==> src/rtl/pc_seq_ctrl_if.sv <==
// Request/redirect bundle between the pipeline stages and the sequencing controller.
// The pipeline side drives requests (master); the controller answers with stall/flush/redirect (slave).
interface pc_seq_ctrl_if;
    logic        stallreq_id;
    logic        stallreq_ex;
    logic        stallreq_mem;
    logic        branch_flag;
    logic [31:0] branch_target;
    logic        excp_valid;
    logic [31:0] excp_vector;
    logic [5:0]  stall;
    logic        flush;
    logic        pc_load;
    logic [31:0] new_pc;
    logic        stall_timeout;

    modport master (
        output stallreq_id, stallreq_ex, stallreq_mem,
        output branch_flag, branch_target, excp_valid, excp_vector,
        input  stall, flush, pc_load, new_pc, stall_timeout
    );

    modport slave (
        input  stallreq_id, stallreq_ex, stallreq_mem,
        input  branch_flag, branch_target, excp_valid, excp_vector,
        output stall, flush, pc_load, new_pc, stall_timeout
    );
endinterface

==> src/rtl/pc_seq_ctrl.sv <==
// Pipeline sequencing controller: merges stall requests, redirects the PC on branches
// and exceptions, runs a multi-cycle flush after an exception and watches for stuck stalls.
module pc_seq_ctrl #(
    parameter int unsigned FLUSH_CYCLES = 2,
    parameter int unsigned MAX_STALL    = 64
) (
    input logic         clk,
    input logic         rst,
    pc_seq_ctrl_if.slave bus
);

    typedef enum logic [1:0] {
        RUN   = 2'd0,
        STALL = 2'd1,
        FLUSH = 2'd2
    } state_e;

    localparam logic [3:0] FLUSH_LAST  = 4'(FLUSH_CYCLES - 1);
    localparam logic [8:0] STALL_LIMIT = 9'(MAX_STALL);

    state_e      state_q, state_d;
    logic [3:0]  fcnt_q, fcnt_d;
    logic [7:0]  scnt_q, scnt_d;
    logic        timeout_q, timeout_d;
    logic [31:0] excpVector_q, excpVector_d;

    logic [5:0]  stallVec;
    logic        flushOut;
    logic        pcLoad;
    logic [31:0] newPc;
    logic [8:0]  scntNext;

    always_ff @(posedge clk) begin
        if (rst) begin
            state_q      <= RUN;
            fcnt_q       <= '0;
            scnt_q       <= '0;
            timeout_q    <= 1'b0;
            excpVector_q <= '0;
        end else begin
            state_q      <= state_d;
            fcnt_q       <= fcnt_d;
            scnt_q       <= scnt_d;
            timeout_q    <= timeout_d;
            excpVector_q <= excpVector_d;
        end
    end

    always_comb begin
        state_d      = state_q;
        fcnt_d       = fcnt_q;
        excpVector_d = excpVector_q;
        timeout_d    = timeout_q;
        scnt_d       = '0;
        scntNext     = {1'b0, scnt_q} + 9'd1;

        case (state_q)
            FLUSH: begin
                if (fcnt_q == 4'd0) begin
                    state_d = RUN;
                end else begin
                    fcnt_d = fcnt_q - 4'd1;
                end
            end
            default: begin
                if (bus.excp_valid) begin
                    state_d      = FLUSH;
                    fcnt_d       = FLUSH_LAST;
                    excpVector_d = bus.excp_vector;
                end else begin
                    state_d = (stallVec != 6'd0) ? STALL : RUN;
                end
            end
        endcase

        // Counter runs only across unbroken stall edges; any idle edge (incl. FLUSH) restarts it.
        if (stallVec != 6'd0) begin
            scnt_d = (scnt_q == 8'hFF) ? scnt_q : scntNext[7:0];
            if (scntNext == STALL_LIMIT) begin
                timeout_d = 1'b1;
            end
        end
    end

    always_comb begin
        stallVec = '0;
        flushOut = 1'b0;
        pcLoad   = 1'b0;
        newPc    = '0;

        if (!rst) begin
            if (state_q == FLUSH) begin
                flushOut = 1'b1;
                if (fcnt_q == FLUSH_LAST) begin
                    pcLoad = 1'b1;
                    newPc  = excpVector_q;
                end
            end else if (!bus.excp_valid) begin
                if (bus.stallreq_mem) begin
                    stallVec = 6'b011111;
                end else if (bus.stallreq_ex) begin
                    stallVec = 6'b001111;
                end else if (bus.stallreq_id) begin
                    stallVec = 6'b000111;
                end
                // A branch seen while ID is held is dropped; ID presents it again later.
                if (bus.branch_flag && !stallVec[2]) begin
                    pcLoad = 1'b1;
                    newPc  = bus.branch_target;
                end
            end
        end
    end

    assign bus.stall         = stallVec;
    assign bus.flush         = flushOut;
    assign bus.pc_load       = pcLoad;
    assign bus.new_pc        = newPc;
    assign bus.stall_timeout = timeout_q & ~rst;

endmodule
==> src/flat_wrapper.sv <==
// flat-port wrapper written by rule: the top's interface ports become plain ports
module pc_seq_ctrl_flat 
#(
    parameter int unsigned FLUSH_CYCLES = 2,
    parameter int unsigned MAX_STALL    = 64
)
  (clk, rst, bus_stallreq_id, bus_stallreq_ex, bus_stallreq_mem, bus_branch_flag, bus_branch_target, bus_excp_valid, bus_excp_vector, bus_stall, bus_flush, bus_pc_load, bus_new_pc, bus_stall_timeout);
  pc_seq_ctrl_if bus_i ();
  input logic clk;
  input logic rst;
  input wire logic [$bits(bus_i.stallreq_id)-1:0] bus_stallreq_id;
  input wire logic [$bits(bus_i.stallreq_ex)-1:0] bus_stallreq_ex;
  input wire logic [$bits(bus_i.stallreq_mem)-1:0] bus_stallreq_mem;
  input wire logic [$bits(bus_i.branch_flag)-1:0] bus_branch_flag;
  input wire logic [$bits(bus_i.branch_target)-1:0] bus_branch_target;
  input wire logic [$bits(bus_i.excp_valid)-1:0] bus_excp_valid;
  input wire logic [$bits(bus_i.excp_vector)-1:0] bus_excp_vector;
  output wire logic [$bits(bus_i.stall)-1:0] bus_stall;
  output wire logic [$bits(bus_i.flush)-1:0] bus_flush;
  output wire logic [$bits(bus_i.pc_load)-1:0] bus_pc_load;
  output wire logic [$bits(bus_i.new_pc)-1:0] bus_new_pc;
  output wire logic [$bits(bus_i.stall_timeout)-1:0] bus_stall_timeout;
  assign bus_i.stallreq_id = bus_stallreq_id;
  assign bus_i.stallreq_ex = bus_stallreq_ex;
  assign bus_i.stallreq_mem = bus_stallreq_mem;
  assign bus_i.branch_flag = bus_branch_flag;
  assign bus_i.branch_target = bus_branch_target;
  assign bus_i.excp_valid = bus_excp_valid;
  assign bus_i.excp_vector = bus_excp_vector;
  assign bus_stall = bus_i.stall;
  assign bus_flush = bus_i.flush;
  assign bus_pc_load = bus_i.pc_load;
  assign bus_new_pc = bus_i.new_pc;
  assign bus_stall_timeout = bus_i.stall_timeout;
  pc_seq_ctrl #(.FLUSH_CYCLES(FLUSH_CYCLES), .MAX_STALL(MAX_STALL)) u_core (.clk(clk), .rst(rst), .bus(bus_i));
endmodule
==> config.mk <==
export PLATFORM = sky130hd
export DESIGN_NAME = pc_seq_ctrl_flat
export DESIGN_NICKNAME = d
export VERILOG_FILES = /design/src/rtl/pc_seq_ctrl_if.sv /design/src/rtl/pc_seq_ctrl.sv /design/src/flat_wrapper.sv
export SDC_FILE = /design/constraint.sdc
export NUM_CORES = 1
export LEC_CHECK = 0
export BUFFER_PORTS_ARGS = -buffer_cell sky130_fd_sc_hd__buf_2
export CAP_MARGIN = 20
export CORE_MARGIN = 8
export CORE_UTILIZATION = 50
export CTS_CLUSTER_SIZE = 20
export DETAILED_ROUTE_END_ITERATION = 6
export GPL_TIMING_DRIVEN = 0
export PLACE_DENSITY = 0.85
export SYNTH_ARGS = -nofsm -noshare
export SYNTH_HDL_FRONTEND = slang
export SYNTH_SLANG_ARGS = --single-unit
==> constraint.sdc <==
create_clock -name clk -period 4.89 [get_ports clk]
set_clock_uncertainty 0.1 [all_clocks]
set_input_delay 0.978 -clock clk [delete_from_list [all_inputs] [get_ports clk]]
set_output_delay 0.978 -clock clk [all_outputs]
set_load 0.05 [all_outputs]
==> out/qor.yml, run 1 <==
first_pass_iters: 4
dp_hpwl_mm: 5.33
grt_max_degree: 14
grt_antenna_before_repair: 0
synth_edf_count: 0
postCtsSetupBuffers: 0
synthArstFlopShare: 0
path_clk_slew_ns: 0.08
rows: 25
finalSetupTns_ns: 0
fin_crit_ns: 3.56
die_y_microns: 84.6
status: "completed"
cts_tree: "done"
ant_nets: 0
htree_levels: 2
ys_warn_count: 0
clock_sinks: 47
drv_cap: 0
cts.path.max_buffers: 2
worstPathMaxFanout: 10
synth_seq_cells: 47
grt_pass1_wl_mm: 11.4
drive_gt1_frac: 0.272
drc: 0
ys.flop_type: "dfxtp_1"
postCtsHoldBufs: 0
cp-end-kind: "output port"
place_area_sq_um: 2970
via_per_inst: 5.04
ir_drop_v: 0.000162
area_delta_synth_final_pct: 29.5
holdCritPathClass: "reg -> reg"
setup_violations: 0
synth_nets: 418
io_pins: 112
yosysSeqAreaShare: 0.400
crit_arrival_ns: 2.49
power.leakage_uw: 0.00145
fin_nets: 534
routed_wl_mm: 6.95
p_total_uw: 802
core_sq_um: 4630
synthCells: 343
die-area_sq_um: 7160
grtUsageTotal: 0.194
fillerInstances: 427
drt_iter0_drc: 120
place_congestion: 0.840
worst-setup-path-type: "in -> out"
layout_common_cells: "132 x nand2_1, 111 x buf_2, 73 x a21oi_1, 47 x dfxtp_1, 22 x clkbuf_1"
final_common_cell: "nand2_1"
antenna_cells: 0
cts_resized: 0
final_cell_area_sq_um: 3050
fmax_mhz: 281
synth.distinct_cells: 37
rsz0062_at_grt: "false"
grt_pass1_vias: 2591
initial_utilization: 0.508
hold_viol_final: 0
wire_per_inst_microns: 13.5
period_share: 0.729
slew_violations: 0
gr-total-overflow: 0
dieWidth_microns: 84.6
root_buffer: "clkbuf_8"
cp-start-kind: "primary input"
num_vias: 2593
cp.required_ns: 3.81
pwr_density_cell_nw_per_um2: 263
syn_area_sq_um: 2350
cts_inserted_buffers: 5
synth.avg_cell_area_sq_um: 6.86
worstSkewPairLatency_ns: 0.30
portBuffers: 109
[registers in the layout (all words and copies together) (netlist names)]
name / flops
u_core.state_q: 2
u_core.excpVector_q: 32
u_core.timeout_q: 1
u_core.scnt_q: 8
u_core.fcnt_q: 4
[routing by layer]
layer / track usage / up-vias / wire, microns
met4: 0.107 / 0 / 209
met1: 0.205 / 1143 / 2730
met3: 0.0537 / 17 / 527
li1: - / 1353 / -
met2: 0.341 / 80 / 3490
met5: 0 / - / 0
[cells in the mapped netlist, types with 2 or more instances]
cell	number	area (sq um)
nand2_1	132	495
nand3_1	4	20.0
clkbuf_1	20	75.1
inv_1	5	18.8
nor2b_1	3	18.8
buf_4	3	22.5
nor3b_1	2	15.0
ha_1	4	50.1
dfxtp_1	47	941
xnor2_1	4	35.0
or2_2	2	12.5
a21oi_1	73	365
buf_1	2	7.51
mux2i_1	2	20.0
nor2_1	7	26.3
xor2_1	3	26.3
nand2b_1	3	18.8
nor3_1	5	25.0
buf_2	2	10.0
and2_1	2	12.5
and3_1	2	12.5
[layout make-up]
type | instances | area (sq um) | area share
Buffer | 28 | 126 | 0.0415
Timing Repair Buffer | 109 | 546 | 0.179
Clock buffer | 7 | 76.3 | 0.0250
Inverter | 6 | 22.5 | 0.00739
Sequential cell | 47 | 941 | 0.309
Clock inverter | 1 | 5.00 | 0.00164
Multi-Input combinational cell | 262 | 1260 | 0.415
Tap cell | 54 | 67.6 | 0.0222
[cells by family (layout without fill, tap and decap cells)]
kind of cell | Yosys count | in the layout | share of synthesized area
compound gates | 80 | 80 | 0.181
xor+xnor | 7 | 7 | 0.0261
fa+ha+maj | 4 | 4 | 0.0213
buf+inv | 34 | 151 | 0.0633
flops | 47 | 47 | 0.400
mux | 2 | 2 | 0.00851
other cells | 1 | 1 | 0.00159
simple gates | 168 | 168 | 0.299
[per-stage QoR]
stage	std cells	hold WS [ns]	worst slack, ns	utilization
final	514	0.359	1.33	0.658
after global placement	506	0.343	1.44	0.641
after global routing	514	0.371	1.24	0.658
after detailed placement	506	0.347	1.39	0.641
after floorplan	343	0.337	0.828	-
after CTS	514	0.359	1.35	0.658
[where the power goes]
part | total (uW) | internal, uW | switching (uW)
clock | 225 | 100 | 125
sequential | 414 | 403 | 11.2
combinational | 164 | 58.1 | 105
[critical path, stage by stage]
cell,delay [ns]
buf_2,0.11
nor3_1,0.22
nand4b_1,0.14
a21o_1,0.28
clkbuf_1,0.26
a21oi_1,0.21
buf_2,0.29
[path summary, 6_finish.rpt]
path | endpoint | startpoint | slack (ns) | depth (start not counted)
setup / recovery | bus_new_pc[28] | bus_stallreq_mem | 1.33 | 7
hold / removal | u_core.excpVector_q[12] | u_core.excpVector_q[12] | 0.36 | 2
setup reg to reg | u_core.timeout_q | u_core.state_q[1] | 3.14 | 7
hold reg to reg | u_core.excpVector_q[12] | u_core.excpVector_q[12] | 0.36 | 2
(Power assumes the default switching activity.)
==> run 2, diff against run 1 <==
- CORE_UTILIZATION: 50 -> 42
- PLACE_DENSITY: 0.85 -> 0.76
- clock period: 4.89 -> 3.04 ns (I/O delays scaled with it)
==> run 2 against run 1 <==
Sequential share of layout area fell by 0.66 points. Register-to-register slack lost 1.9 ns. Via count rose by 0.73%. Critical path depth stayed put. Critical endpoint is now bus_new_pc[3]. Combinational power increased by 61%. Critical path type is now reg -> out. Total power rose by 73%. Largest power group unchanged. Final cell count increased by 3.5%.
==> out/qor.yml, run 2 (synthesis gave the netlist of run 1 again) <==
status: "completed"
fmax_mhz: 357
slew_violations: 0  # unchanged
rsz0062_at_grt: "false"
fin_crit_ns: 2.80
drv_cap: 0  # unchanged
period_share: 0.921
rows: 27  # +8.0%
largest_registers: "u_core.excpVector_q: 32 flops, u_core.scnt_q: 8 flops, u_core.fcnt_q: 4 flops"
fillerInstances: 552  # +29%
path_clk_slew_ns: 0.09  # about the same
cpMaxStageDelayCell: "dfxtp_1"
postCtsHoldBufs: 0  # unchanged
worst-setup-path-type: "reg -> out"
cts_resized: 0  # unchanged
core_sq_um: 5470  # +18%
ir_drop_v: 0.000333  # +110%
cp-start-kind: "flip-flop"
r2r_end: "u_core.timeout_q"
hold-path-endpoint: "u_core.excpVector_q[18]"
initial_utilization: 0.430  # -0.0783
setup_violations: 0  # unchanged
drt_iter0_drc: 65  # -46%
drc: 0  # unchanged
die-area_sq_um: 8250  # +15%
hold_start: "u_core.excpVector_q[18]"
reg2reg_from: "u_core.state_q[1]"
relSlewSlack: 0.648
power.leakage_uw: 0.00147  # +1.3%
hold_viol_final: 0  # unchanged
worstPathMaxFanout: 10  # unchanged
area_delta_synth_final_pct: 32.3
num_vias: 2612  # +0.73%
final_common_cell: "nand2_1"
slowest_delay_ns: 0.33  # +0.04 ns
crit_arrival_ns: 2.09  # -0.40 ns
multi_input_comb_area_sq_um: 1280  # +0.99%
drive_gt1_frac: 0.280  # +0.00870
p_total_uw: 1390  # +73%
crit_chain: "nand2b_1, buf_2, nand4b_1, a21o_1, buf_1, a21oi_1, buf_2"
grt_pass1_vias: 2644  # +2.0%
cts.path.max_buffers: 2  # unchanged
gr-total-overflow: 0  # unchanged
clock_sinks: 47  # unchanged
top_register: "u_core.excpVector_q"
worst_pin_slew_ns: 0.528
worstSkewPairLatency_ns: 0.30  # about the same
cp.required_ns: 2.33  # -1.48 ns
layout_common_cells: "132 x nand2_1, 111 x buf_2, 73 x a21oi_1, 47 x dfxtp_1, 20 x clkbuf_1"
wire_per_inst_microns: 13.1  # -3.5%
ant_nets: 0  # unchanged
cp-end-kind: "output port"
io_pins: 112  # unchanged
fin_nets: 534  # unchanged
place_congestion: 0.834  # -0.76%
root_buffer: "clkbuf_8"
die_y_microns: 90.9  # +7.4%
routed_wl_mm: 6.95  # about the same
finalSetupTns_ns: 0  # unchanged
postCtsSetupBuffers: 0  # unchanged
largest_register_ff_count: 32  # unchanged
cp_common_cell: "buf_2"
final_util: 0.569  # -0.0893
antenna_cells: 0  # unchanged
cts_inserted_buffers: 5  # unchanged
whs_path_depth: 2  # unchanged
holdCritPathClass: "reg -> reg"
rr_worst_depth: 7  # unchanged
dieWidth_microns: 90.9  # +7.4%
grt_max_degree: 16  # +2
first_pass_iters: 4  # unchanged
htree_levels: 2  # unchanged
rrSetupSlack_ns: 1.26  # -1.88 ns
cts_tree: "done"
pwr_density_cell_nw_per_um2: 445  # +69%
grt_antenna_before_repair: 0  # unchanged
portBuffers: 109  # unchanged
grtUsageTotal: 0.169  # -0.0253
grt_pass1_wl_mm: 11.7  # +2.6%
dp_hpwl_mm: 5.29  # -0.70%
via_per_inst: 4.91  # -2.7%
regArea_sq_um: 941  # unchanged
-- run 2: cell type report --
cell class              count  area share
clock inverters             3      0.0141
plain buffers              28      0.0406
inverters                   6     0.00723
flip-flops and latches     47       0.302
multi-input cells         262       0.410
clock buffers               5      0.0221
repair buffers            109       0.175
well taps                  72      0.0289
-- run 2: power by group --
| part | total, uW | internal (uW) | leakage [uW] | switching [uW] |
|---|---|---|---|---|
| Combinational | 264 | 94.1 | 0.00102 | 170 |
| Clock | 457 | 245 | 0.0000581 | 212 |
| Sequential | 665 | 648 | 0.000385 | 16.9 |
| Total | 1390 | 987 | 0.00147 | 399 |
-- run 2: worst max-delay path by stage --
| stage | cells after the start | end | slack (ns) | startpoint |
|---|---|---|---|---|
| after floorplan | 5 | bus_new_pc[22] | 0.21 | bus_stallreq_mem |
| after global placement | 7 | bus_new_pc[16] | 0.30 | bus_stallreq_mem |
| after detailed placement | 7 | bus_new_pc[16] | 0.24 | bus_stallreq_mem |
| after CTS | 7 | bus_new_pc[16] | 0.23 | u_core.state_q[0] |
| after global routing | 7 | bus_new_pc[19] | 0.04 | u_core.state_q[0] |
| final | 7 | bus_new_pc[3] | 0.24 | u_core.state_q[0] |
-- run 2: per-stage QoR --
step	std cells	worst slack, ns	hold slack [ns]	instance area, sq um
after detailed placement	524	0.243	0.347	3000
after floorplan	343	0.214	0.337	2370
after CTS	532	0.231	0.359	3110
final	532	0.239	0.357	3110
after global routing	532	0.0436	0.373	3110
after global placement	524	0.298	0.343	3000
-- run 2: routing by layer --
| layer | global-route usage | part of all wire |
|---|---|---|
| met5 | 0 | 0 |
| met4 | 0.0437 | 0.0099 |
| met3 | 0.0648 | 0.087 |
| met2 | 0.291 | 0.49 |
| met1 | 0.190 | 0.42 |
-- run 2: critical path: cells and delay by family, from the launching register on --
family	cells	cell delay [ns]
buffers and inverters	3	0.77
AO/OA/AOI/OAI	2	0.45
flip-flops	1	0.33
AND/OR/NAND/NOR	2	0.24
==> run 3, diff against run 2 <==
- BUFFER_PORTS_ARGS: -buffer_cell sky130_fd_sc_hd__buf_2 -> not set
- CORE_UTILIZATION: 42 -> 56
- DONT_BUFFER_PORTS: not set -> 1
- PLACE_DENSITY: 0.76 -> 0.74
- RECOVER_POWER: not set -> 25
==> run 3 against run 2 <==
The run now ends with setup timing left. Combinational power fell by 20%. Total power fell by 2.6%. Worst hold slack got worse by 0.028 ns. Critical endpoint is now bus_new_pc[11]. Register-to-register slack got worse by 0.30 ns. Critical path depth fell by 1. Sequential power barely moved. Sequential share of layout area rose by 5.9 points. Largest power group unchanged.
==> out/qor.yml, run 3 (synthesis gave the netlist of run 1 again) <==
gr-total-overflow: 0  # unchanged
drive_gt1_frac: 0.0817  # -0.199
root_buffer: "clkbuf_8"
worst_pin_slew_ns: 1.11  # +0.582 ns
cts.path.max_buffers: 2  # unchanged
grt_max_degree: 15  # -1
hold-path-endpoint: "u_core.excpVector_q[18]"
slew_violations: 0  # unchanged
routed_wl_mm: 6.20  # -11%
worst_slack_ns: -0.149  # -0.387 ns
io_pins: 112  # unchanged
cp-start-kind: "flip-flop"
ant_nets: 0  # unchanged
rsz0062_at_grt: "true"
grtUsageTotal: 0.183  # +0.0137
wire_per_inst_microns: 15.3  # +17%
drt_iter0_drc: 134  # +110%
hold_start: "bus_excp_vector[18]"
rows: 23  # -15%
drc: 0  # unchanged
relSlewSlack: 0.262  # -0.385
area_delta_synth_final_pct: 10.7
multi_input_comb_area_sq_um: 1300  # +1.8%
worstPathMaxFanout: 10  # unchanged
grt_antenna_before_repair: 0  # unchanged
regArea_sq_um: 941  # unchanged
grt_pass1_wl_mm: 9.54  # -19%
grt_pass1_vias: 2050  # -22%
core_sq_um: 4030  # -26%
clock_sinks: 47  # unchanged
rr_worst_depth: 7  # unchanged
initial_utilization: 0.584  # +0.154
worstSkewPairLatency_ns: 0.30  # about the same
cts_tree: "done"
hold_viol_final: 0  # unchanged
postCtsHoldBufs: 0  # unchanged
portBuffers: 0  # -100%
r2r_end: "u_core.timeout_q"
cts_inserted_buffers: 5  # unchanged
placed_cells_incl_taps: 395  # -25%
period_share: 1.05  # +0.127
largest_register_ff_count: 32  # unchanged
final_common_cell: "nand2_1"
worst-setup-path-type: "reg -> out"
largest_registers: "u_core.excpVector_q: 32 flops, u_core.scnt_q: 8 flops, u_core.fcnt_q: 4 flops"
first_pass_iters: 4  # unchanged
holdCritPathClass: "in -> reg"
num_vias: 2227  # -15%
fin_nets: 429  # -20%
final_cells: 405  # -24%
layout_common_cells: "132 x nand2_1, 67 x a21oi_1, 47 x dfxtp_1, 21 x clkbuf_1, 7 x nor2_1"
rrSetupSlack_ns: 0.96  # -0.30 ns
place_congestion: 0.802  # -3.8%
path_clk_slew_ns: 0.09  # about the same
p_total_uw: 1350  # -2.6%
fmax_mhz: 314  # -12%
cp.required_ns: 2.33  # about the same
status: "finished with violations"
antenna_cells: 0  # unchanged
reg2reg_from: "u_core.state_q[1]"
pwr_density_cell_nw_per_um2: 518  # +16%
via_per_inst: 5.50  # +12%
fin_crit_ns: 3.19  # +0.387 ns
die_y_microns: 80.8  # -11%
power.leakage_uw: 0.000998  # -32%
dp_hpwl_mm: 4.66  # -12%
die-area_sq_um: 6530  # -21%
top_register: "u_core.excpVector_q"
fillerInstances: 387  # -30%
violations: "setup timing"
setup_violations: 23  # +23
htree_levels: 2  # unchanged
finalSetupTns_ns: -2.67  # -2.67 ns
drv_cap: 0  # unchanged
ir_drop_v: 0.000404  # +21%
dieWidth_microns: 80.8  # -11%
whs_path_depth: 2  # unchanged
crit_arrival_ns: 2.48  # +0.39 ns
cp-end-kind: "output port"
run 3: worst max path at each step:
stage / slack, ns / from / end
2_1_floorplan: 0.21 / bus_stallreq_mem / bus_new_pc[22]
3_3_place_gp: -0.02 / bus_stallreq_mem / bus_new_pc[6]
3_5_place_dp: -0.05 / bus_stallreq_mem / bus_new_pc[24]
4_1_cts: -0.13 / u_core.state_q[0] / bus_new_pc[24]
5_1_grt: -0.34 / u_core.state_q[0] / bus_new_pc[6]
6_report: -0.15 / u_core.state_q[0] / bus_new_pc[11]
run 3: metal layers:
metal  track usage  wire (microns)  part of all wire
met1         0.221            2560              0.41
met2         0.286            2920              0.47
met3        0.0596             647              0.10
met4        0.0875              77             0.012
met5             0               0                 0
run 3: final cells by class:
type	count	share of cell area
Buffer	28	0.0480
Clock buffer	6	0.0317
Clock inverter	2	0.0134
Inverter	6	0.00865
Multi-Input combinational cell	262	0.499
Sequential cell	47	0.361
Tap cell	50	0.0240
Timing Repair Buffer	4	0.0144
run 3: metrics by stage:
| step | setup slack, ns | util | hold WS, ns | area, sq um |
|---|---|---|---|---|
| 2_1_floorplan | 0.214 | - | 0.337 | 2370 |
| 3_3_place_gp | -0.0190 | 0.603 | 0.342 | 2430 |
| 3_5_place_dp | -0.0466 | 0.607 | 0.347 | 2440 |
| 4_1_cts | -0.132 | 0.636 | 0.323 | 2560 |
| 5_1_grt | -0.336 | 0.647 | 0.316 | 2610 |
| 6_report | -0.149 | 0.647 | 0.329 | 2610 |
run 3: worst max-delay path, cell delays in order, from the launching register on:
cell and delay (ns):
dfxtp_1 0.33, nand2b_1 0.11, buf_2 0.21, nand4b_1 0.12, a21o_1 0.26, buf_1 0.28
a21oi_1 0.88
run 3: repair_timing:
action	CTS	global route
setup endpoints to repair	29	31
gates resized for setup	0	6
setup buffers	0	0
run 3: power by group:
| part | leakage, uW | switching (uW) | internal, uW |
|---|---|---|---|
| logic | 0.000551 | 154 | 57.7 |
| clock network | 0.0000612 | 207 | 266 |
| registers | 0.000385 | 17.5 | 648 |
